--- src/rtl/edge_emitter_pkg.sv ---
// rtl/edge_emitter_pkg.sv - shared types and defaults for the edge emitter
// Holds the FSM state type and the default values of HOLD_CYCLES and PEND_W.
// No ports.
package edge_emitter_pkg;

   typedef enum logic {
      IDLE = 1'b0,
      HOLD = 1'b1
   } state_t;

   localparam int HOLD_CYCLES_DEF = 4;
   localparam int PEND_W_DEF      = 3;

endpackage

--- src/rtl/edge_emitter_pend.sv ---
// rtl/edge_emitter_pend.sv - saturating up/down counter of pending edge requests
// Ports:
//   clk    rising-edge clock
//   reset  asynchronous active-low reset, clears count
//   inc    add one request (ignored when count is saturated)
//   dec    remove one request (an edge was emitted)
//   sat    count is at its maximum, 2^W-1
//   count  current number of pending requests
module edge_emitter_pend #(
   parameter int W = 3
) (
   input  logic         clk,
   input  logic         reset,
   input  logic         inc,
   input  logic         dec,
   output logic         sat,
   output logic [W-1:0] count
);

   localparam logic [W-1:0] ONE = 1;

   assign sat = &count;

   // inc and dec together cancel; an increment at saturation is dropped.
   always_ff @(posedge clk or negedge reset) begin
      if (!reset) begin
         count <= '0;
      end else if (inc && !dec) begin
         if (!sat) begin
            count <= count + ONE;
         end
      end else if (dec && !inc) begin
         count <= count - ONE;
      end
   end

endmodule

--- src/rtl/edge_emitter.sv ---
// rtl/edge_emitter.sv - turns each request pulse into one toggle of sig, spaced HOLD_CYCLES apart
// Optional feature macro: EDGE_EMITTER_OVF_EN adds the overflow output.
// Ports:
//   clk       rising-edge clock
//   reset     asynchronous active-low reset
//   req       one request per high cycle
//   sig       generated line, toggles once per accepted request
//   busy      high while holding off or requests are pending
//   pending   accepted requests not yet emitted
//   overflow  one-cycle pulse after a dropped request (EDGE_EMITTER_OVF_EN only)
module edge_emitter
   import edge_emitter_pkg::*;
#(
   parameter int HOLD_CYCLES = HOLD_CYCLES_DEF,
   parameter int PEND_W      = PEND_W_DEF
) (
   input  logic              clk,
   input  logic              reset,
   input  logic              req,
   output logic              sig,
   output logic              busy,
   output logic [PEND_W-1:0] pending
`ifdef EDGE_EMITTER_OVF_EN
   ,
   output logic              overflow
`endif
);

   localparam logic [7:0] RELOAD = 8'(HOLD_CYCLES - 1);

   state_t     state;
   state_t     state_nxt;
   logic [7:0] hold_cnt;
   logic [7:0] hold_nxt;
   logic       emit;
   logic       demand;
   logic       sat;
   logic       drop;
   logic       inc;

   // Demand counts the request arriving this cycle, so a fresh req can be
   // emitted on the same edge even with nothing queued.
   assign demand = req | (|pending);

   // A request is lost only when the queue is full and nothing leaves it.
   assign drop = req & sat & ~emit;
   assign inc  = req & ~drop;

   edge_emitter_pend #(
      .W (PEND_W)
   ) u_pend (
      .clk   (clk),
      .reset (reset),
      .inc   (inc),
      .dec   (emit),
      .sat   (sat),
      .count (pending)
   );

   always_comb begin
      state_nxt = state;
      hold_nxt  = hold_cnt;
      emit      = 1'b0;
      case (state)
         IDLE: begin
            if (demand) begin
               emit      = 1'b1;
               hold_nxt  = RELOAD;
               state_nxt = HOLD;
            end
         end
         HOLD: begin
            if (hold_cnt != 8'd0) begin
               hold_nxt = hold_cnt - 8'd1;
            end else if (demand) begin
               emit     = 1'b1;
               hold_nxt = RELOAD;
            end else begin
               state_nxt = IDLE;
            end
         end
         default: begin
            state_nxt = IDLE;
         end
      endcase
   end

   // pending can only be nonzero after a request, and any request moves the
   // FSM into HOLD, so next-state HOLD alone covers both terms of busy.
   always_ff @(posedge clk or negedge reset) begin
      if (!reset) begin
         state    <= IDLE;
         hold_cnt <= 8'd0;
         sig      <= 1'b0;
         busy     <= 1'b0;
      end else begin
         state    <= state_nxt;
         hold_cnt <= hold_nxt;
         sig      <= sig ^ emit;
         busy     <= (state_nxt == HOLD);
      end
   end

`ifdef EDGE_EMITTER_OVF_EN
   always_ff @(posedge clk or negedge reset) begin
      if (!reset) begin
         overflow <= 1'b0;
      end else begin
         overflow <= drop;
      end
   end
`endif

endmodule

--- config.mk ---
export PLATFORM = sky130hd
export DESIGN_NAME = edge_emitter
export DESIGN_NICKNAME = d
export VERILOG_FILES = /design/src/rtl/edge_emitter_pkg.sv /design/src/rtl/edge_emitter_pend.sv /design/src/rtl/edge_emitter.sv
export SDC_FILE = /design/constraint.sdc
export NUM_CORES = 1
export LEC_CHECK = 0
export CAP_MARGIN = 0
export CORE_UTILIZATION = 58
export DETAILED_ROUTE_END_ITERATION = 12
export HOLD_SLACK_MARGIN = 0.05
export PLACE_DENSITY = 0.81
export SLEW_MARGIN = 15
export SYNTH_ARGS = -nofsm -noshare
export SYNTH_HDL_FRONTEND = slang
export SYNTH_SLANG_ARGS = --single-unit
--- constraint.sdc ---
create_clock -name clk -period 5.3 [get_ports clk]
set_input_delay 0.795 -clock clk [delete_from_list [all_inputs] [get_ports clk]]
set_output_delay 0.795 -clock clk [all_outputs]
set_load 0.05 [all_outputs]
== Word level (Yosys, flattened, before mapping) ==
Index checks and enable logic that the tools add are counted.
Storage, ports and cells
  logic and storage cells: 36
  output and inout bits: 5
  bits in registers: 13
  input port bits: 3
Cells by class
  multiplexer cells: 11
  bitwise gates (word level): 8
  add/subtract/negate cells: 3
  reduce and logical (&&, ||, !) cells: 9
  eq/ne operators: 1
Operator list (number)
  $mux 8: 2
  $pmux 8 s2: 1
  $mux 3: 3
  $reduce_bool 8->1: 1
  $sub 8x1->8 const B: 1
  $pmux 1 s2: 2
  $add 3x1->3 const B: 1
  $and 1x1->1: 3
  $mux 1: 3
  $not 1->1: 3
  $reduce_and 3->1: 1
  $reduce_or 3->1: 1
  $sub 3x1->3 const B: 1
  $logic_and 1x1->1: 2
  $logic_not 1->1: 2
  $ne 2x2->1 const B: 1
  $reduce_and 2->1: 1
  $reduce_bool 2->1: 1
  $or 1x1->1: 1
  $xor 1x1->1: 1

== Depth between registers and ports, before layout ==
Gate-level depths: netlist of the first run.
  depth in word-level cells: 13
  gate-level depth with buffers: 12

== By module ==
From an unflattened synthesis of the first run, not the netlist that was laid out.
Second synthesis, totals
  cell total of the unflattened synthesis: 77
  area, all modules: 797.0 sq um
Modules (own cells, without submodules)
  edge_emitter: area an instance 596.8 sq um, seq. area each 250.2 sq um, times used 1, cells each 56
  edge_emitter_pend: area an instance 200.2 sq um, seq. area each 75.1 sq um, times used 1, cells each 21

== Worst setup path after synthesis of the first run ==
OpenSTA, ideal clock, no wires.
  kind: register to register
  start: reg hold_cnt[0]
  end: reg u_pend.count[1]
  setup time: 0.124 ns
  arrival time: 2.399 ns
  slack: 2.777 ns
  cell stages (with the launch flop): 12
  path buffers: 2
  path through: dfrtp_1 -> inv_1 -> ha_1 -> or3b_1 -> buf_4 -> o21a_2 -> buf_4 -> nand3_1 -> fa_1 -> nand3b_1 -> a21oi_1 -> nor4_1
On the way
  longest elaborated chain between the ends: 11
RTL lines
  start: declaration: line edge_emitter.sv:33  | logic [7:0] hold_cnt;
  start signal: assignment: line edge_emitter.sv:98  | hold_cnt <= hold_nxt;
  $reduce_bool 8->1 (*): line edge_emitter.sv:73  | if (hold_cnt != 8'd0) begin
  $mux 1 (*): line edge_emitter.sv:73
  $pmux 1 s2 (*): line edge_emitter.sv:64  | case (state)
  $not 1->1: line edge_emitter.sv:46  | assign drop = req & sat & ~emit;
  $and 1x1->1: line edge_emitter.sv:46
  $not 1->1: line edge_emitter.sv:47  | assign inc = req & ~drop;
  $and 1x1->1: line edge_emitter.sv:47
  $logic_not 1->1: line edge_emitter_pend.sv:32  | end else if (dec && !inc) begin
  $logic_and 1x1->1: line edge_emitter_pend.sv:32
  $reduce_bool 2->1 (no line)
  $reduce_and 2->1 (no line)
  end signal: assignment: line edge_emitter_pend.sv:30  | count <= count + ONE;
  end signal: assignment: line edge_emitter_pend.sv:33  | count <= count - ONE;
  end: declaration: line edge_emitter_pend.sv:17  | output logic [W-1:0] count
Every way passes the cells marked *; elsewhere a longest branch is shown, timed or not.
A chain may end at the register's enable or synchronous reset.

== Worst setup path after layout of the first run ==
Same ends and word-level chain as after synthesis.

==> impl_metrics.py, run 1 <==
metrics = {
    "yosys": {
        "seq_area_frac_synth": 0.402,
        "ys_ff_latch": 13,
        "syn-cell-area_sq_um": 810,
        "netlist_instances": 95,
        "avgSynthCellArea_sq_um": 8.52,
        "ys_types": 30,
        "syn_nets": 101,
        "synthArstFlopShare": 1.00,
        "synth-edff-count": 0,
        "synth_warnings": 0,
        "ys.flop_type": "dfrtp_1",
    },
    "global_routing": {
        "globalRouteTotalUtil": 0.268,
        "grt_pass1_vias": 607,
        "grt_overflow": 0,
        "grt_max_degree": 17,
        "grt_first_pass_wirelength_mm": 2.64,
        "antenna_found_initial": 0,
    },
    "status": {
        "violations": "DRC",
        "status": "complete, but fails checks",
    },
    "timing": {
        "layout_min_cycle_time_ns": 2.66,
        "max_slew_margin": 0.578,
        "fin_skew_ns": 0.00250,
        "fmax_ghz": 0.376,
        "worst-slew-pin-transition_ns": 0.628,
        "hold_viol_final": 0,
        "grt_setup_unrepaired": "no",
        "setup_viol": 0,
        "holdWs_ns": 0.483,
        "post-route-period-util": 0.502,
        "fin_tns_setup_ns": 0,
        "finalWorstSetupSlack_ns": 2.64,
        "slew_violations": 0,
    },
    "clock_tree": {
        "root_buffer": "clkbuf_4",
        "insertion_delay_ns": 0.28,
        "tritoncts": "yes",
        "cts_made_buffers": 3,
        "path_clk_slew_ns": 0.08,
        "cts_resized": 0,
        "clockBufferDepth": 2,
        "ctsHoldBuffers": 0,
        "cts.sinks": 13,
        "postCtsSetupRepairBufs": 0,
        "htree_levels": 1,
    },
    "critical_path": {
        "crit_required_ns": 5.48,
        "reg2reg_depth": 9,
        "crit_path_start_kind": "register",
        "critPathCaptureType": "register",
        "cp.arrival_ns": 2.84,
        "worstSetupPathType": "register to register",
        "path_max_fanout": 16,
    },
    "detailed_routing": {
        "drc": 1,
        "vias_per_cell": 6.00,
        "ant_nets": 0,
        "drtPass1Iterations": 8,
        "wl_per_cell_um": 13.6,
        "routed_wl_mm": 1.61,
        "vias": 708,
        "first_iter_violations": 8,
    },
    "power_and_ir_drop": {
        "vdd_ir_drop_max_mv": 0.295,
        "power.density_mw_per_mm2": 379,
        "power.leakage_nw": 0.346,
    },
    "floorplanning": {
        "rows": 13,
        "die_h_um": 39.4,
        "pin_count": 8,
        "fp.dieW_um": 39.4,
        "die_area_sq_mm": 0.00155,
        "initial_core_util": 0.622,
        "design.core.area_sq_mm": 0.00130,
    },
    "placed_design": {
        "place.detailed.hpwl_mm": 1.16,
        "place_area_sq_um": 878,
        "pre_cts_ws_ns": 2.50,
        "gp_congestion": 0.745,
        "port-buffer-count": 7,
    },
    "final_layout": {
        "final_cell_mix": "13 x dfrtp_1, 12 x o21ai_0, 11 x nor2_1",
        "nFillCells": 122,
        "nets": 110,
        "drive_gt1_frac": 0.0680,
        "final_area_sq_um": 905,
        "layout_commonest_cell": "dfrtp_1",
        "syn_to_final_growth_pct": 11.7,
        "regArea_sq_um": 325,
        "insertedDiodeCount": 0,
        "multiInputGateArea_sq_um": 445,
        "fin_util": 0.695,
    },
    "hold_path": {
        "hp-class": "register to register",
        "holdPathStages": 1,
    },
    "job": {
        "cap_violations": 0,
    },
}
cells in the mapped netlist, types with 2 or more instances:
cell	number	share of area
nor3_1	8	0.049
nor2_1	11	0.051
inv_1	5	0.023
o21ai_0	12	0.074
buf_4	2	0.019
nor4_1	2	0.015
nand2_1	6	0.028
a21oi_1	7	0.043
nand4_1	2	0.015
nand3_1	4	0.025
a31oi_1	4	0.031
dfrtp_1	13	0.40
ha_1	2	0.031
state kept, by name, indices dropped and copies added (netlist names):
name	flops
u_pend.count	3
hold_cnt	8
state	1
sig	1
critical path: stages (launching register included):
cell	delay [ns]
dfrtp_1	0.44
inv_1	0.09
ha_1	0.19
or3b_1	0.30
o21a_2	0.34
nand3_1	0.14
fa_1	0.58
nor3_2	0.06
o21a_1	0.17
nor4_1	0.26
metal layers:
metal	vias to the layer above	GRT usage	routed length [um]
met5	-	0	0
li1	360	-	-
met4	0	0.129	29
met3	4	0.0852	39
met1	330	0.300	754
met2	14	0.454	782
cells by family (layout without fill, tap and decap cells):
kind of cell / Yosys count / after routing / synth area share
AOI/OAI and AO/OA: 29 / 29 / 0.221
and+or+nand+nor: 41 / 41 / 0.263
DFF: 13 / 13 / 0.402
buffers and inverters: 8 / 16 / 0.0479
xor gates and xnor gates: 1 / 1 / 0.0108
adders and majority gates: 3 / 3 / 0.0556
metrics by stage:
step / power, W / instances
final: 0.000343 / 118
after global routing: 0.000367 / 118
after CTS: 0.000346 / 118
after detailed placement: 0.000284 / 114
after global placement: 0.000280 / 114
after floorplan: 0.000242 / 95
report_power, final:
| part | internal (W) | switching, W | total [W] |
|---|---|---|---|
| registers | 0.000110 | 0.0000253 | 0.000136 |
| clock network | 0.0000292 | 0.0000326 | 0.0000618 |
| logic | 0.0000611 | 0.0000847 | 0.000146 |
| total | 0.000201 | 0.000143 | 0.000343 |
worst paths after layout:
| path | endpoint | slack (ns) | startpoint |
|---|---|---|---|
| min | sig | 0.48 | sig |
| max reg2reg | u_pend.count[1] | 2.64 | hold_cnt[0] |
| min in group asynchronous | hold_cnt[0] | 0.89 | reset |
| min reg2reg | sig | 0.48 | sig |
| max in group asynchronous | hold_cnt[7] | 4.03 | reset |
| max | u_pend.count[1] | 2.64 | hold_cnt[0] |
layout make-up:
cell class,count,area share
inverters,5,0.0207
multi-input cells,74,0.492
clock buffers,4,0.0290
well taps,15,0.0207
flip-flops and latches,13,0.360
repair buffers,7,0.0775
Power figures use the tool's default switching activity.
==> inputs of run 2 (changes only) <==
--- a/config.mk
+++ b/config.mk
@@ -6,10 +6,10 @@
 export NUM_CORES = 1
 export LEC_CHECK = 0
 export CAP_MARGIN = 0
-export CORE_UTILIZATION = 58
+export CORE_UTILIZATION = 49
 export DETAILED_ROUTE_END_ITERATION = 12
 export HOLD_SLACK_MARGIN = 0.05
-export PLACE_DENSITY = 0.81
+export PLACE_DENSITY = 0.73
 export SLEW_MARGIN = 15
 export SYNTH_ARGS = -nofsm -noshare
 export SYNTH_HDL_FRONTEND = slang
==> constraint.sdc (replaced) <==
create_clock -name clk -period 2.2 [get_ports clk]
set_input_delay 0.33 -clock clk [delete_from_list [all_inputs] [get_ports clk]]
set_output_delay 0.33 -clock clk [all_outputs]
set_load 0.05 [all_outputs]
==> impl_metrics.py, run 2 (synthesized netlist as in run 1, its figures left out) <==
metrics = {
    "critical_path": {
        "path_max_fanout": 3,
        "endpoint": "u_pend.count[1]",
        "slowest_delay_ns": 0.57,
        "crit_family": "simple AND/OR/NAND/NOR gates",
        "crit_chain": "or4_4 > o21a_4 > nand3_2 > fa_1 > nand3b_1 > a21oi_2 > nor4_2",
        "startpoint": "hold_cnt[3]",
        "cpMaxStageDelayCell": "or4_4",
        "cp.arrival_ns": 2.38,
        "path_buf_inv": 0,
        "crit_required_ns": 2.36,
        "crit_cells": 7,
        "critPathCaptureType": "register",
        "timing.rr.end": "u_pend.count[1]",
        "crit_path_start_kind": "register",
        "worstReg2RegStart": "hold_cnt[3]",
        "reg2reg_depth": 7,
        "regToRegSetupSlack_ns": -0.03,
        "worstSetupPathType": "register to register",
    },
    "detailed_routing": {
        "vias": 774,
        "drt-met1-wl_um": 806,
        "wl_per_cell_um": 14.0,
        "first_iter_violations": 20,
        "vias_per_cell": 5.91,
        "dr.max_layer_used": "met4",
        "drtPass1Iterations": 4,
        "routed_wl_mm": 1.83,
        "wl_met2_um": 954,
        "ant_nets": 0,
        "drc": 0,
        "route.met3.wl_um": 53,
    },
    "floorplanning": {
        "pin_count": 8,
        "die_area_sq_mm": 0.00182,
        "die_h_um": 42.6,
        "design.core.area_sq_mm": 0.00152,
        "initial_core_util": 0.531,
        "fp.dieW_um": 42.6,
        "rows": 14,
    },
    "timing": {
        "setup_viol": 1,
        "finalWorstSetupSlack_ns": -0.0253,
        "grt_setup_unrepaired": "yes",
        "fin_skew_ns": 0.00147,
        "layout_min_cycle_time_ns": 2.23,
        "holdWs_ns": 0.432,
        "hold_viol_final": 0,
        "worst-slew-pin-transition_ns": 0.695,
        "slew_violations": 0,
        "post-route-period-util": 1.01,
        "max_slew_margin": 0.533,
        "fmax_ghz": 0.449,
    },
    "power_and_ir_drop": {
        "power.total_w": 0.000930,
        "power.leakage_nw": 0.413,
        "power.density_mw_per_mm2": 895,
        "vdd_ir_drop_max_mv": 0.933,
    },
    "final_layout": {
        "drive_gt1_frac": 0.235,
        "syn_to_final_growth_pct": 28.3,
        "layout_commonest_cell": "dfrtp_1",
        "fin_cells": 131,
        "nets": 122,
        "top_regs": "hold_cnt x8, u_pend.count x3",
        "nFillCells": 128,
        "regMostFlops": "hold_cnt",
        "final_cell_mix": "13 x dfrtp_1, 12 x o21ai_0, 11 x nor2_1, 11 x buf_4",
        "insertedDiodeCount": 0,
        "fin_util": 0.681,
        "multiInputGateArea_sq_um": 484,
        "regArea_sq_um": 325,
        "largest_reg_flops": 8,
    },
    "placed_design": {
        "pre_cts_ws_ns": -0.0353,
        "port-buffer-count": 7,
        "place.detailed.hpwl_mm": 1.34,
        "dp_cells": 125,
        "gp_congestion": 0.782,
    },
    "global_routing": {
        "grt_first_pass_wirelength_mm": 3.12,
        "antenna_found_initial": 0,
        "grt_pass1_vias": 755,
        "grt_overflow": 0,
        "globalRouteTotalUtil": 0.228,
        "grt_max_degree": 16,
    },
    "clock_tree": {
        "clockBufferDepth": 2,
        "tritoncts": "yes",
        "cts_made_buffers": 3,
        "ctsHoldBuffers": 0,
        "insertion_delay_ns": 0.26,
        "root_buffer": "clkbuf_4",
        "path_clk_slew_ns": 0.08,
        "cts.sinks": 13,
        "htree_levels": 1,
    },
    "status": {
        "status": "complete, but fails checks",
        "violations": "setup timing",
    },
    "hold_path": {
        "hp-class": "input port to async pin",
    },
    "job": {
        "cap_violations": 0,
    },
}
==> run 2: cell types whose count changed in the layout (fill, tap and decap cells not counted), moves of 2 or more <==
cell     change
a21oi_2      +2
inv_1        -2
a21oi_1      -2
inv_2        +2
buf_4       +11
==> run 2: what timing repair did <==
item / in CTS / in global routing
pin swaps: 1 / 4
setup endpoints to repair: 1 / 1
gates resized for setup: 3 / 6
gates cloned: 0 / 0
buffers inserted: 1 / 1
==> run 2: worst reg2reg max path, delay by kind of cell, from the launching register on <==
| family | cells | cell delay [ns] |
|---|---|---|
| fa+ha+maj | 1 | 0.44 |
| flops | 1 | 0.38 |
| simple gates | 4 | 0.91 |
| compound gates | 2 | 0.40 |
==> run 2: how the worst min path moves through the flow <==
stage,start,to,slack (ns)
after floorplan,reset,hold_cnt[0],0.03
after global placement,sig,sig,0.46
after detailed placement,sig,sig,0.47
after CTS,reset,hold_cnt[7],0.45
after global routing,reset,hold_cnt[7],0.46
final,reset,hold_cnt[7],0.43
==> run 2: layout make-up <==
cell class / count / share of cell area
multi-input cells: 74 / 0.466
flip-flops and latches: 13 / 0.313
repair buffers: 19 / 0.158
clock buffers: 4 / 0.0253
well taps: 16 / 0.0193
inverters: 5 / 0.0181
==> run 2: per-layer routing <==
layer,vias up,GRT usage
li1,387,-
met2,15,0.367
met5,-,0
met1,370,0.303
met4,0,0.0875
met3,2,0.0388
==> run 2: per-stage QoR <==
step / setup TNS, ns / area [sq um]
global route: -0.121 / 1040
finish: -0.0253 / 1040
detailed placement: -0.0353 / 966
CTS: -0.0174 / 1010
floorplan: -0.323 / 828
global placement: 0 / 966
==> run 2: power breakdown <==
part,switching (W),internal [W],total [W]
registers,0.0000662,0.000265,0.000332
logic,0.000246,0.000209,0.000456
clock network,0.0000721,0.0000700,0.000142
total,0.000385,0.000545,0.000930
==> inputs of run 3 (changes only) <==
--- a/config.mk
+++ b/config.mk
@@ -7,9 +7,11 @@
 export LEC_CHECK = 0
 export CAP_MARGIN = 0
 export CORE_UTILIZATION = 49
+export CTS_CLUSTER_SIZE = 16
 export DETAILED_ROUTE_END_ITERATION = 12
 export HOLD_SLACK_MARGIN = 0.05
 export PLACE_DENSITY = 0.73
+export RECOVER_POWER = 50
 export SLEW_MARGIN = 15
 export SYNTH_ARGS = -nofsm -noshare
 export SYNTH_HDL_FRONTEND = slang
==> impl_metrics.py, run 3 (synthesized netlist as in run 1, its figures left out) <==
metrics = {
    "global_routing": {
        "grt_max_degree": 16,
        "globalRouteTotalUtil": 0.228,
        "grt_overflow": 0,
        "antenna_found_initial": 0,
        "grt_pass1_vias": 755,
        "grt_first_pass_wirelength_mm": 3.12,
    },
    "critical_path": {
        "crit_chain": "or4_4 > o21a_4 > nand3_2 > fa_1 > nand3b_1 > a21oi_2 > nor4_2",
        "slowest_delay_ns": 0.57,
        "cp.arrival_ns": 2.38,
        "worstReg2RegStart": "hold_cnt[3]",
        "crit_path_start_kind": "register",
        "crit_required_ns": 2.36,
        "cpMaxStageDelayCell": "or4_4",
        "startpoint": "hold_cnt[3]",
        "path_max_fanout": 3,
        "regToRegSetupSlack_ns": -0.03,
        "worstSetupPathType": "register to register",
        "critPathCaptureType": "register",
    },
    "status": {
        "status": "complete, but fails checks",
        "violations": "setup timing",
    },
    "detailed_routing": {
        "routed_wl_mm": 1.83,
        "drt-met1-wl_um": 805,
        "wl_per_cell_um": 14.0,
        "dr.max_layer_used": "met4",
        "wl_met2_um": 954,
        "route.met3.wl_um": 53,
        "vias_per_cell": 5.91,
        "ant_nets": 0,
        "first_iter_violations": 19,
        "drtPass1Iterations": 4,
        "drc": 0,
        "vias": 774,
    },
    "final_layout": {
        "insertedDiodeCount": 0,
        "drive_gt1_frac": 0.226,
        "top_regs": "hold_cnt x8, u_pend.count x3",
        "regArea_sq_um": 325,
        "largest_reg_flops": 8,
        "regMostFlops": "hold_cnt",
        "syn_to_final_growth_pct": 27.8,
        "layout_commonest_cell": "dfrtp_1",
        "final_cell_mix": "13 x dfrtp_1, 12 x o21ai_0, 11 x nor2_1",
        "multiInputGateArea_sq_um": 484,
        "nets": 122,
        "nFillCells": 127,
    },
    "clock_tree": {
        "insertion_delay_ns": 0.26,
        "root_buffer": "clkbuf_4",
        "cts_made_buffers": 3,
        "tritoncts": "yes",
        "cts.sinks": 13,
        "htree_levels": 1,
        "path_clk_slew_ns": 0.08,
        "clockBufferDepth": 2,
    },
    "timing": {
        "layout_min_cycle_time_ns": 2.23,
        "finalWorstSetupSlack_ns": -0.0253,
        "holdWs_ns": 0.488,
        "slew_violations": 0,
        "fin_skew_ns": 0.00149,
        "setup_viol": 1,
        "fmax_ghz": 0.449,
        "post-route-period-util": 1.01,
        "worst-slew-pin-transition_ns": 0.695,
        "hold_viol_final": 0,
        "grt_setup_unrepaired": "yes",
        "max_slew_margin": 0.533,
    },
    "placed_design": {
        "gp_congestion": 0.782,
        "place.detailed.hpwl_mm": 1.34,
        "port-buffer-count": 7,
    },
    "floorplanning": {
        "rows": 14,
        "die_h_um": 42.6,
        "die_area_sq_mm": 0.00182,
        "design.core.area_sq_mm": 0.00152,
        "pin_count": 8,
        "initial_core_util": 0.531,
        "fp.dieW_um": 42.6,
    },
    "job": {
        "cap_violations": 0,
    },
    "hold_path": {
        "hp-class": "register to register",
        "min_from": "sig",
    },
    "power_and_ir_drop": {
        "vdd_ir_drop_max_mv": 0.933,
        "power.density_mw_per_mm2": 898,
        "power.leakage_nw": 0.410,
        "power.total_w": 0.000929,
    },
}
-- run 3: cell count changes in the layout (fill, tap and decap cells not counted) --
cell	delta
dlygate4sd3_1	+1
clkdlybuf4s50_1	-1
buf_4	-1
clkbuf_1	+1
-- run 3: area by class of cell --
type,instances,share of cell area
Inverter,5,0.0181
Timing Repair Buffer,19,0.155
Clock buffer,4,0.0254
Sequential cell,13,0.314
Tap cell,16,0.0193
Multi-Input combinational cell,74,0.468
-- run 3: worst max-delay path: cells and delay by family (launching register included) --
family	cells	cell delay (ns)
AO/OA/AOI/OAI	2	0.40
flip-flops	1	0.38
AND/OR/NAND/NOR	4	0.91
adder cells (fa/ha/maj)	1	0.44
-- run 3: path summary, 6_finish.rpt --
kind,end,depth (start not counted)
setup / recovery,u_pend.count[1],7
hold / removal,sig,1
setup reg to reg,u_pend.count[1],7
hold reg to reg,sig,1
max in group asynchronous,u_pend.count[0],1
min in group asynchronous,hold_cnt[7],1
-- run 3: routing by layer --
layer	global-route usage	vias to the layer above
met5	0	-
li1	-	387
met3	0.0388	2
met2	0.367	15
met1	0.303	370
met4	0.0875	0
-- run 3: what timing repair did --
action / CTS / global route
endpoints found under the hold margin: 0 / 0
hold buffers: 0 / 0
cloned: 0 / 0
setup endpoints to repair: 1 / 1
setup buffers: 1 / 1
pin swaps: 1 / 4
gates resized for setup: 3 / 6
-- run 3: metrics by stage --
step | TNS (ns) | util | std cells | setup WS, ns | instance area [sq um]
final | -0.0253 | 0.679 | 131 | -0.0253 | 1030
after global routing | -0.121 | 0.679 | 131 | -0.0979 | 1030
after CTS | -0.0174 | 0.660 | 130 | -0.0174 | 1010
after detailed placement | -0.0353 | 0.634 | 125 | -0.0353 | 966
after global placement | 0 | 0.634 | 125 | 0.0462 | 966
after floorplan | -0.323 | - | 95 | -0.232 | 828
-- run 3: where the power goes --
| group | internal (W) | switching (W) | leakage (nW) |
|---|---|---|---|
| logic | 0.000209 | 0.000246 | 0.248 |
| registers | 0.000265 | 0.0000662 | 0.147 |
| clock network | 0.0000700 | 0.0000721 | 0.0150 |
